`config.mk`:
```
export PLATFORM = sky130hd
export DESIGN_NAME = imem_loadable
export DESIGN_NICKNAME = d
export VERILOG_FILES = /design/src/rtl/imem_loadable.sv
export SDC_FILE = /design/constraint.sdc
export NUM_CORES = 1
export LEC_CHECK = 0
export ABC_AREA = 1
export CORE_UTILIZATION = 30
export CTS_BUF_LIST = sky130_fd_sc_hd__clkbuf_16
export DETAILED_ROUTE_END_ITERATION = 8
export DONT_BUFFER_PORTS = 1
export HOLD_SLACK_MARGIN = 0.15
export MAX_ROUTING_LAYER = met4
export PLACE_DENSITY = 0.46
export SETUP_SLACK_MARGIN = 0.02
export SLEW_MARGIN = 25
export SYNTH_ARGS = -nofsm -noshare
export SYNTH_HDL_FRONTEND = slang
export SYNTH_SLANG_ARGS = --single-unit
```
`constraint.sdc`:
```
create_clock -name clk -period 2.9 [get_ports clk]
set_input_delay 0.435 -clock clk [delete_from_list [all_inputs] [get_ports clk]]
set_output_delay 0.435 -clock clk [all_outputs]
set_load 0.01 [all_outputs]
```
`src/rtl/imem_loadable.sv`:
```
// Byte-addressed little-endian instruction memory: registered 32-bit fetch port plus byte-serial load port.
// Optional IMEM_DEFAULT_PROG_EN: reset enters RUN with a built-in 7-word program in bytes 0..27.
module imem_loadable #(
  parameter int DEPTH_BYTES = 64,
  parameter int PC_W        = 32
) (
  input  logic                         clk,
  input  logic                         reset,
  input  logic                         fetch_req,
  input  logic [PC_W-1:0]              PC,
  output logic                         fetch_ready,
  output logic [31:0]                  Instruction_Code,
  output logic                         inst_valid,
  output logic                         inst_fault,
  input  logic                         load_start,
  input  logic                         ld_valid,
  input  logic [7:0]                   ld_byte,
  input  logic                         ld_last,
  output logic                         ld_ready,
  output logic                         load_err,
  output logic [$clog2(DEPTH_BYTES):0] load_count
);
  localparam int AW = $clog2(DEPTH_BYTES);
  localparam int CW = AW + 1;

  typedef enum logic {LOAD, RUN} state_e;

  state_e        state_q;
  logic [CW-1:0] cnt_q;
  logic          err_q, vld_q, flt_q;
  logic [31:0]   code_q;
  logic [7:0]    mem_q [DEPTH_BYTES];

  logic          ld_hs, full, wr_en, fetch_acc, pc_fault;
  logic [AW-1:0] rd_idx;
  logic [31:0]   rd_word;

  assign ld_ready    = (state_q == LOAD);
  assign fetch_ready = (state_q == RUN) && !load_start;
  assign ld_hs       = ld_valid & ld_ready;
  assign full        = (cnt_q == CW'(DEPTH_BYTES));
  assign wr_en       = ld_hs & !full;
  assign fetch_acc   = fetch_req & fetch_ready;

  // Unsigned compare at full PC width so high PCs fault instead of aliasing.
  assign pc_fault = (PC[1:0] != 2'b00) || (PC > PC_W'(DEPTH_BYTES - 4));
  assign rd_idx   = PC[AW-1:0];
  assign rd_word  = {mem_q[AW'(rd_idx + AW'(3))], mem_q[AW'(rd_idx + AW'(2))],
                     mem_q[AW'(rd_idx + AW'(1))], mem_q[rd_idx]};

  assign Instruction_Code = code_q;
  assign inst_valid       = vld_q;
  assign inst_fault       = flt_q;
  assign load_err         = err_q;
  assign load_count       = cnt_q;

  always_ff @(posedge clk or negedge reset) begin
    if (!reset) begin
`ifdef IMEM_DEFAULT_PROG_EN
      state_q <= RUN;
      cnt_q   <= CW'(28);
`else
      state_q <= LOAD;
      cnt_q   <= '0;
`endif
      err_q   <= 1'b0;
      vld_q   <= 1'b0;
      flt_q   <= 1'b0;
      code_q  <= '0;
    end else begin
      vld_q <= fetch_acc;
      if (fetch_acc) begin
        flt_q  <= pc_fault;
        code_q <= pc_fault ? 32'h0 : rd_word;
      end
      case (state_q)
        LOAD: if (ld_hs) begin
          if (full) err_q <= 1'b1;
          else      cnt_q <= cnt_q + CW'(1);
          if (ld_last) state_q <= RUN;
        end
        RUN: if (load_start) begin
          state_q <= LOAD;
          cnt_q   <= '0;
          err_q   <= 1'b0;
        end
        default: state_q <= LOAD;
      endcase
    end
  end

`ifdef IMEM_DEFAULT_PROG_EN
  localparam logic [31:0] DEF_PROG [7] = '{32'h00011020, 32'h00853022, 32'h01095024,
                                          32'h01285025, 32'h01660180, 32'h01A90282,
                                          32'hFC200008};

  // Only bytes 0..27 are forced; the rest of the array keeps its contents through reset.
  always_ff @(posedge clk or negedge reset) begin
    if (!reset) begin
      for (int w = 0; w < 7; w++)
        for (int b = 0; b < 4; b++)
          mem_q[4*w+b] <= DEF_PROG[w][8*b +: 8];
    end else if (wr_en) begin
      mem_q[cnt_q[AW-1:0]] <= ld_byte;
    end
  end
`else
  always_ff @(posedge clk) begin
    if (wr_en) mem_q[cnt_q[AW-1:0]] <= ld_byte;
  end
`endif
endmodule

```
==> results of run 1 <==
==> layout by cell type, fill, tap and decap left out, drive strengths merged, types with 7 or more instances in the layout <==
cell and count:
inv 81, nor2 81, nand2 2528, dfrtp 43, buf 165, ha 7
nor3 10, xor2 10, nand3 1225, dlygate4sd3 7, edfxtp 512, clkinv 34
clkbuf 78
==> final cells by class <==
type	count	area share
inverter	69	0.00718
timing repair buffer	172	0.0480
multi-input combinational	3886	0.420
antenna	1	0.0000636
sequential	555	0.418
clock inverter	55	0.00899
tap	1512	0.0481
clock buffer	78	0.0496
==> kinds of logic (layout without fill, tap and decap cells) <==
group | count (synthesis) | in the layout | share of synthesized area
and+or+nand+nor | 3855 | 3855 | 0.465
DFF | 555 | 555 | 0.476
buffers and inverters | 388 | 374 | 0.0488
AOI/OAI and AO/OA | 12 | 12 | 0.00217
xor gates and xnor gates | 12 | 12 | 0.00586
adders and majority gates | 7 | 7 | 0.00253
other | 0 | 1 | 0
==> synthesized netlist by cell type (3+ instances only) <==
library cell  number  area (um^2)
buf_2            170          851
clkinv_1           3         11.3
inv_1             53          199
dfrtp_1           43         1080
ha_1               7         87.6
nand3_1         1225         6130
nand4_1            6         37.5
nand2_1         2526         9480
xor2_2             7          114
edfxtp_1         512        15400
clkbuf_1         116          435
inv_2             12         45.0
a21oi_1            5         25.0
o21ai_0            3         15.0
buf_1             30          113
nor2_1            78          293
nor4_1             3         18.8
nor3_1             9         45.0
==> final timing paths <==
kind	startpoint	to	slack (ns)	cells past startpoint
hold / removal	ld_byte[7]	mem_q[19][7]$_DFFE_PP_	0.19	1
setup / recovery	load_count[0]$_DFFE_PN0P_	mem_q[37][3]$_DFFE_PP_	0.25	9
hold reg to reg	Instruction_Code[16]$_DFFE_PN0P_	Instruction_Code[16]$_DFFE_PN0P_	0.55	2
setup reg to reg	load_count[0]$_DFFE_PN0P_	mem_q[37][3]$_DFFE_PP_	0.25	9
min in group asynchronous	reset	state_q$_DFF_PN0_	0.26	2
max in group asynchronous	reset	Instruction_Code[16]$_DFFE_PN0P_	2.33	2
==> flip-flops by register name (all words and copies together) (netlist names) <==
| signal | cells |
|---|---|
| load_count | 7 |
| inst_fault | 1 |
| Instruction_Code | 32 |
| state_q | 1 |
| mem_q | 512 |
| load_err | 1 |
| inst_valid | 1 |
==> per-stage QoR <==
step / hold WS, ns / setup TNS [ns] / instances / util / cell area, um^2
5_1_grt: 0.204 / 0 / 6328 / 0.344 / 39400
3_5_place_dp: 0.141 / -0.0188 / 6178 / 0.321 / 36700
6_report: 0.189 / 0 / 6328 / 0.344 / 39400
3_3_place_gp: 0.142 / -0.0217 / 6178 / 0.321 / 36700
2_1_floorplan: 0.139 / 0 / 4829 / - / 34600
4_1_cts: 0.155 / 0 / 6327 / 0.344 / 39400
==> worst register-to-register path, cell delays in order (launching register included) <==
cell,delay [ns]
dfrtp_1,0.34
inv_1,0.09
ha_1,0.20
nand3_1,0.07
nor2_1,0.06
nor2_1,0.32
buf_4,0.23
nand4_1,0.50
nor2_1,0.27
buf_4,0.25
==> routing by layer <==
layer	up-vias	global-route usage	wire length, um
met5	-	-	0
met4	0	0.0788	4260
met3	244	0.0551	14000
met2	1590	0.389	66400
met1	16200	0.363	68100
li1	15900	-	-
==> power groups by stage <==
stage | clock network (uW) | logic, uW | registers, uW
after floorplan | 0 | 2610 | 9090
after global placement | 0 | 4300 | 9070
after detailed placement | 0 | 4280 | 9070
after CTS | 9070 | 4510 | 8900
after global routing | 9330 | 4920 | 8910
final | 8930 | 4610 | 8910
==> key figures, run 1 <==
Setup path
  • Largest delay contributor family on the critical path: simple AND/OR/NAND/NOR gates
  • CP peak stage delay: ~0.5 ns
  • Max Fanout on Critical Path: 8
  • Slowest-stage cell, CP: nand4_1
  • CP cell instances: inv_1 > ha_1 > nand3_1 > nor2_1 > nor2_1 > buf_4 > nand4_1 > nor2_1 > buf_4
  • CP Capture Type: register
  • WS Path Type: reg2reg
  • Worst Path Buf+Inv: 3
  • Critical Path AT: about 3 ns
  • Required time worst endpoint: about 3.2 ns
  • Cell mode on critical path: nor2_1
  • CP Launch Type: register

Power
  • Leakage: 0.0173 uW
  • Int Pwr: roughly 15000 uW
  • Flop pwr share: 0.397
  • PD cells: 570 nW/um^2
  • Pwr Total: 22400 uW
  • Switching Fraction: 0.321
  • Peak VDD IR: 0.000400 V
  • Combinational share of power: 0.206
  • Net Sw Power: roughly 7200 uW
  • Clk pwr share: 0.398

GRT
  • Initial antenna violation count: 2
  • Largest net degree at the start of global routing: 519
  • GRT overflow: 0
  • First-pass GRT wire length: roughly 220 mm
  • Vias in the first global route: about 30000
  • Overall Global Routing Usage: 0.265

Timing
  • RSZ-0062 raised after global routing: no
  • Fin. Hold Viols: 0
  • Tcrit/Tclk final: 0.913
  • Clk_skew: 0.0310 ns
  • Worst-margin pin slew: about 0.98 ns
  • Final setup vio count: 0
  • Crit path time final: 2.65 ns
  • Fmax: around 380 MHz
  • Max-slew headroom: 0.345
  • Max-slew violations: 0
  • Final setup margin: 0.252 ns

Worst hold path
  • Hold crit path type: in2reg

Final layout
  • Multi-input logic area: 16500 um^2
  • FF+latch area: 16500 um^2
  • Layout cells sized above 1: 0.0650
  • Area grow syn2layout: 13.8%
  • Nets@finish: 4809
  • Fill cells: 12100

Detailed routing
  • Via-to-Cell Ratio: 5.36
  • Routed Wire Length: roughly 150 mm
  • WL/cell: 24.2 um
  • Antenna-violating nets left: 0
  • Starting DRT DRC Count: 4143
  • 1st-pass router iterations: 6
  • Vias: 33900
  • DRC Markers: 0

Synthesis
  • Register bit total from synthesis: 555
  • Synth Area per Inst: ~7.2 um^2
  • EDFF count, synth: 512
  • Syn. warnings: 0
  • FFs w/ async S/R, synth: 0.0775
  • Cell area after synthesis: 34600 um^2
  • Top FF cell, synth: edfxtp_1
  • Mapped Cells: 4829
  • Register area share after synthesis: 0.476
  • Post-synthesis net count: 4882
  • Post-synthesis cell type count: 35

Clock tree
  • Clk buf depth: 3
  • Clk slew on worst S/H paths: 0.06 ns
  • PostCTS Resize Cnt: 0
  • Root buffer cell: clkbuf_16
  • CTS H-tree lvls: 3
  • Worst skew pair latency: 0.65 ns
  • Hold buffers post-CTS: 16
  • CTS tree: done
  • Post-CTS setup buffer count: 0
  • Num CTS Buffers: 72
  • CTS sink cnt: 555

Status
  • Status: complete, no violations

Floorplanning
  • Core area: 114000 um^2
  • # IOs: 90
  • Initial Util: 0.302
  • Width of the die: 342 um
  • Chip height: 342 um
  • Die area: 117000 um^2
  • Num rows: 124

Placement
  • Placement Setup Slack: -0.0188 ns
  • Placer Congestion: between 0.9 and 1
  • DP HPWL: 98.5 mm
  • PortBufs: 0

Flow run
  • Max Cap Viol: 0
Note: power is estimated with default switching activity, not from simulation.
==> run 2, diff against run 1 <==
--- a/config.mk
+++ b/config.mk
@@ -9,4 +9,5 @@
 export CORE_UTILIZATION = 30
 export CTS_BUF_LIST = sky130_fd_sc_hd__clkbuf_16
+export CTS_CLUSTER_SIZE = 14
 export DETAILED_ROUTE_END_ITERATION = 8
 export DONT_BUFFER_PORTS = 1
==> constraint.sdc (replaced) <==
create_clock -name clk -period 2.9 [get_ports clk]
set_input_delay 0.435 -clock clk [delete_from_list [all_inputs] [get_ports clk]]
set_output_delay 0.435 -clock clk [all_outputs]
set_load 0.005 [all_outputs]
==> key figures, run 2 (synthesized netlist as in run 1, its figures left out) <==
GRT
  • Overall Global Routing Usage: 0.264 (was 0.265)
  • Vias in the first global route: 30800 (about the same)
  • Largest net degree at the start of global routing: 519 (unchanged)
  • First-pass GRT wire length: 217 mm (was 218 mm)
  • Initial antenna violation count: 1 (was 2)
  • GRT overflow: 0 (unchanged)

Floorplanning
  • Chip height: 342 um (unchanged)
  • Core area: 114000 um^2 (unchanged)
  • Num rows: 124 (unchanged)
  • Die area: 117000 um^2 (unchanged)
  • # IOs: 90 (unchanged)
  • Initial Util: 0.302 (unchanged)
  • Width of the die: 342 um (unchanged)

Detailed routing
  • Via-to-Cell Ratio: 5.36 (about the same)
  • Antenna-violating nets left: 0 (unchanged)
  • WL/cell: 24.0 um (was 24.2 um)
  • Vias: 33900 (about the same)
  • 1st-pass router iterations: 8 (was 6)
  • Routed Wire Length: 152 mm (was 153 mm)
  • Starting DRT DRC Count: 4057 (was 4143)
  • DRC Markers: 0 (unchanged)

Final layout
  • Antenna cells: 0 (was 1)
  • Utilization of the core after routing: 0.345 (was 0.344)
  • Area grow syn2layout: 14.0% (was 13.8%)
  • Final instance area: 39400 um^2 (about the same)
  • Nets@finish: 4810 (was 4809)
  • Layout cells sized above 1: 0.0652 (was 0.0650)
  • Commonest cells after routing, fill and taps aside: nand2_1, nand3_1, edfxtp_1, buf_4, nor2_1 (was nand2_1, nand3_1, edfxtp_1, buf_4)
  • Leading cell type in the layout, fill and taps excluded: nand2_1 (unchanged)
  • Max FFs per register: 512 (unchanged)
  • Reg with most FFs: mem_q (unchanged)

Clock tree
  • Clk buf depth: 3 (unchanged)
  • Root buffer cell: clkbuf_16 (unchanged)
  • CTS sink cnt: 555 (unchanged)
  • CTS H-tree lvls: 3 (unchanged)
  • Worst skew pair latency: 0.66 ns (was 0.65 ns)
  • Num CTS Buffers: 73 (was 72)
  • Clk slew on worst S/H paths: 0.06 ns (about the same)
  • CTS tree: done (unchanged)

Power
  • Net Sw Power: 7160 uW (was 7200 uW)
  • Leakage: 0.0174 uW (was 0.0173 uW)
  • Peak VDD IR: 0.000451 V (was 0.000400 V)
  • Int Pwr: 15600 uW (was 15200 uW)
  • Flop pwr share: 0.392 (was 0.397)
  • Clk pwr share: 0.405 (was 0.398)
  • PD cells: 576 nW/um^2 (was 570 nW/um^2)
  • Switching Fraction: 0.315 (was 0.321)
  • Combinational share of power: 0.203 (was 0.206)

Status
  • Failing checks: slew limit, setup timing
  • Status: finished, violations left (was complete, no violations)

Timing
  • Final setup vio count: 33 (was 0)
  • RSZ-0062 raised after global routing: no (unchanged)
  • Fmax: 216 MHz (was 378 MHz)
  • Worst-margin pin slew: 3.39 ns (was 0.983 ns)
  • Final setup margin: -1.74 ns (was 0.252 ns)
  • Max-slew headroom: -1.26 (was 0.345)
  • Fin. Hold Viols: 0 (unchanged)
  • Tcrit/Tclk final: 1.60 (was 0.913)
  • Crit path time final: 4.64 ns (was 2.65 ns)
  • Clk_skew: 0.0354 ns (was 0.0310 ns)
  • Max-slew violations: 379 (was 0)

Placement
  • DP HPWL: 98.4 mm (was 98.5 mm)
  • PortBufs: 0 (unchanged)
  • Placement Setup Slack: 0.0396 ns (was -0.0188 ns)
  • Placer Congestion: 0.972 (was 0.971)
  • Placement Cell Area: 36700 um^2 (unchanged)

Setup path
  • Critical Path AT: 5.18 ns (was 2.99 ns)
  • Required time worst endpoint: 3.44 ns (was 3.24 ns)
  • WS Path Type: in2reg (was reg2reg)
  • Max Fanout on Critical Path: 518 (was 8)
  • CP Capture Type: register (unchanged)
  • CP Launch Type: input port (was register)

Flow run
  • Max Cap Viol: 0 (unchanged)

Worst hold path
  • Hold crit path type: in2reg (unchanged)
-- run 2: cell types whose count changed in the layout (fill, tap and decap cells not counted) --
cell        change
diode_2         -1
clkinv_1        -3
inv_6           -2
clkinv_4        +1
clkinvlp_4      -2
clkbuf_16       -1
clkinv_2        +1
inv_1           +1
bufinv_16       +4
-- run 2: worst max-delay path: stages --
cell     delay [ns]
inv_8          0.88
ha_1           0.46
xnor2_4        0.18
buf_4          0.30
buf_4          0.31
nand2_1        0.08
nand3_1        0.17
nand3_1        0.23
nand2_1        0.14
nand2_1        0.08
nand3_1        0.18
nand2_1        0.07
-- run 2: cell type report --
class / instances / area [um^2]
clock inverter: 55 / 448
timing repair buffer: 172 / 1890
sequential: 555 / 16500
clock buffer: 77 / 1930
inverter: 69 / 283
fill: 12100 / 74900
tap: 1512 / 1890
multi-input combinational: 3886 / 16500
-- run 2: through the flow --
step                setup TNS, ns  total power [uW]  std cells  hold slack, ns
floorplan                       0             11700       4829           0.139
global placement                0             13400       6178           0.142
detailed placement              0             13300       6178           0.141
CTS                             0             22800       6326           0.177
global route                    0             23400       6326           0.205
finish                     -46.56             22700       6326           0.193
-- run 2: path summary, 6_finish.rpt --
kind,start,to,slack [ns],depth (start not counted)
setup / recovery,PC[0],Instruction_Code[26]$_DFFE_PN0P_,-1.74,12
hold / removal,ld_byte[5],mem_q[20][5]$_DFFE_PP_,0.19,1
setup reg to reg,load_count[0]$_DFFE_PN0P_,mem_q[38][3]$_DFFE_PP_,0.26,9
hold reg to reg,Instruction_Code[21]$_DFFE_PN0P_,Instruction_Code[21]$_DFFE_PN0P_,0.51,2
max in group asynchronous,reset,Instruction_Code[21]$_DFFE_PN0P_,2.33,2
min in group asynchronous,reset,state_q$_DFF_PN0_,0.26,2
-- run 2: layer usage --
layer | wire, um | track usage | vias up
met5 | 0 | - | -
met4 | 5130 | 0.0901 | 0
met3 | 14600 | 0.0533 | 273
met2 | 65600 | 0.387 | 1631
met1 | 66800 | 0.360 | 16100
li1 | - | - | 15900
-- run 2: what timing repair did --
item	in CTS	in global routing
gates resized for setup	0	0
buffers inserted	0	0
hold buffers	16	0
hold endpoints to repair	573	0
-- run 2: power groups by stage --
stage	logic (uW)	registers, uW	clock network [uW]
final	4620	8910	9200
after global routing	4910	8910	9620
after CTS	4500	8910	9360
after detailed placement	4270	9070	0
after global placement	4290	9070	0
after floorplan	2610	9080	0
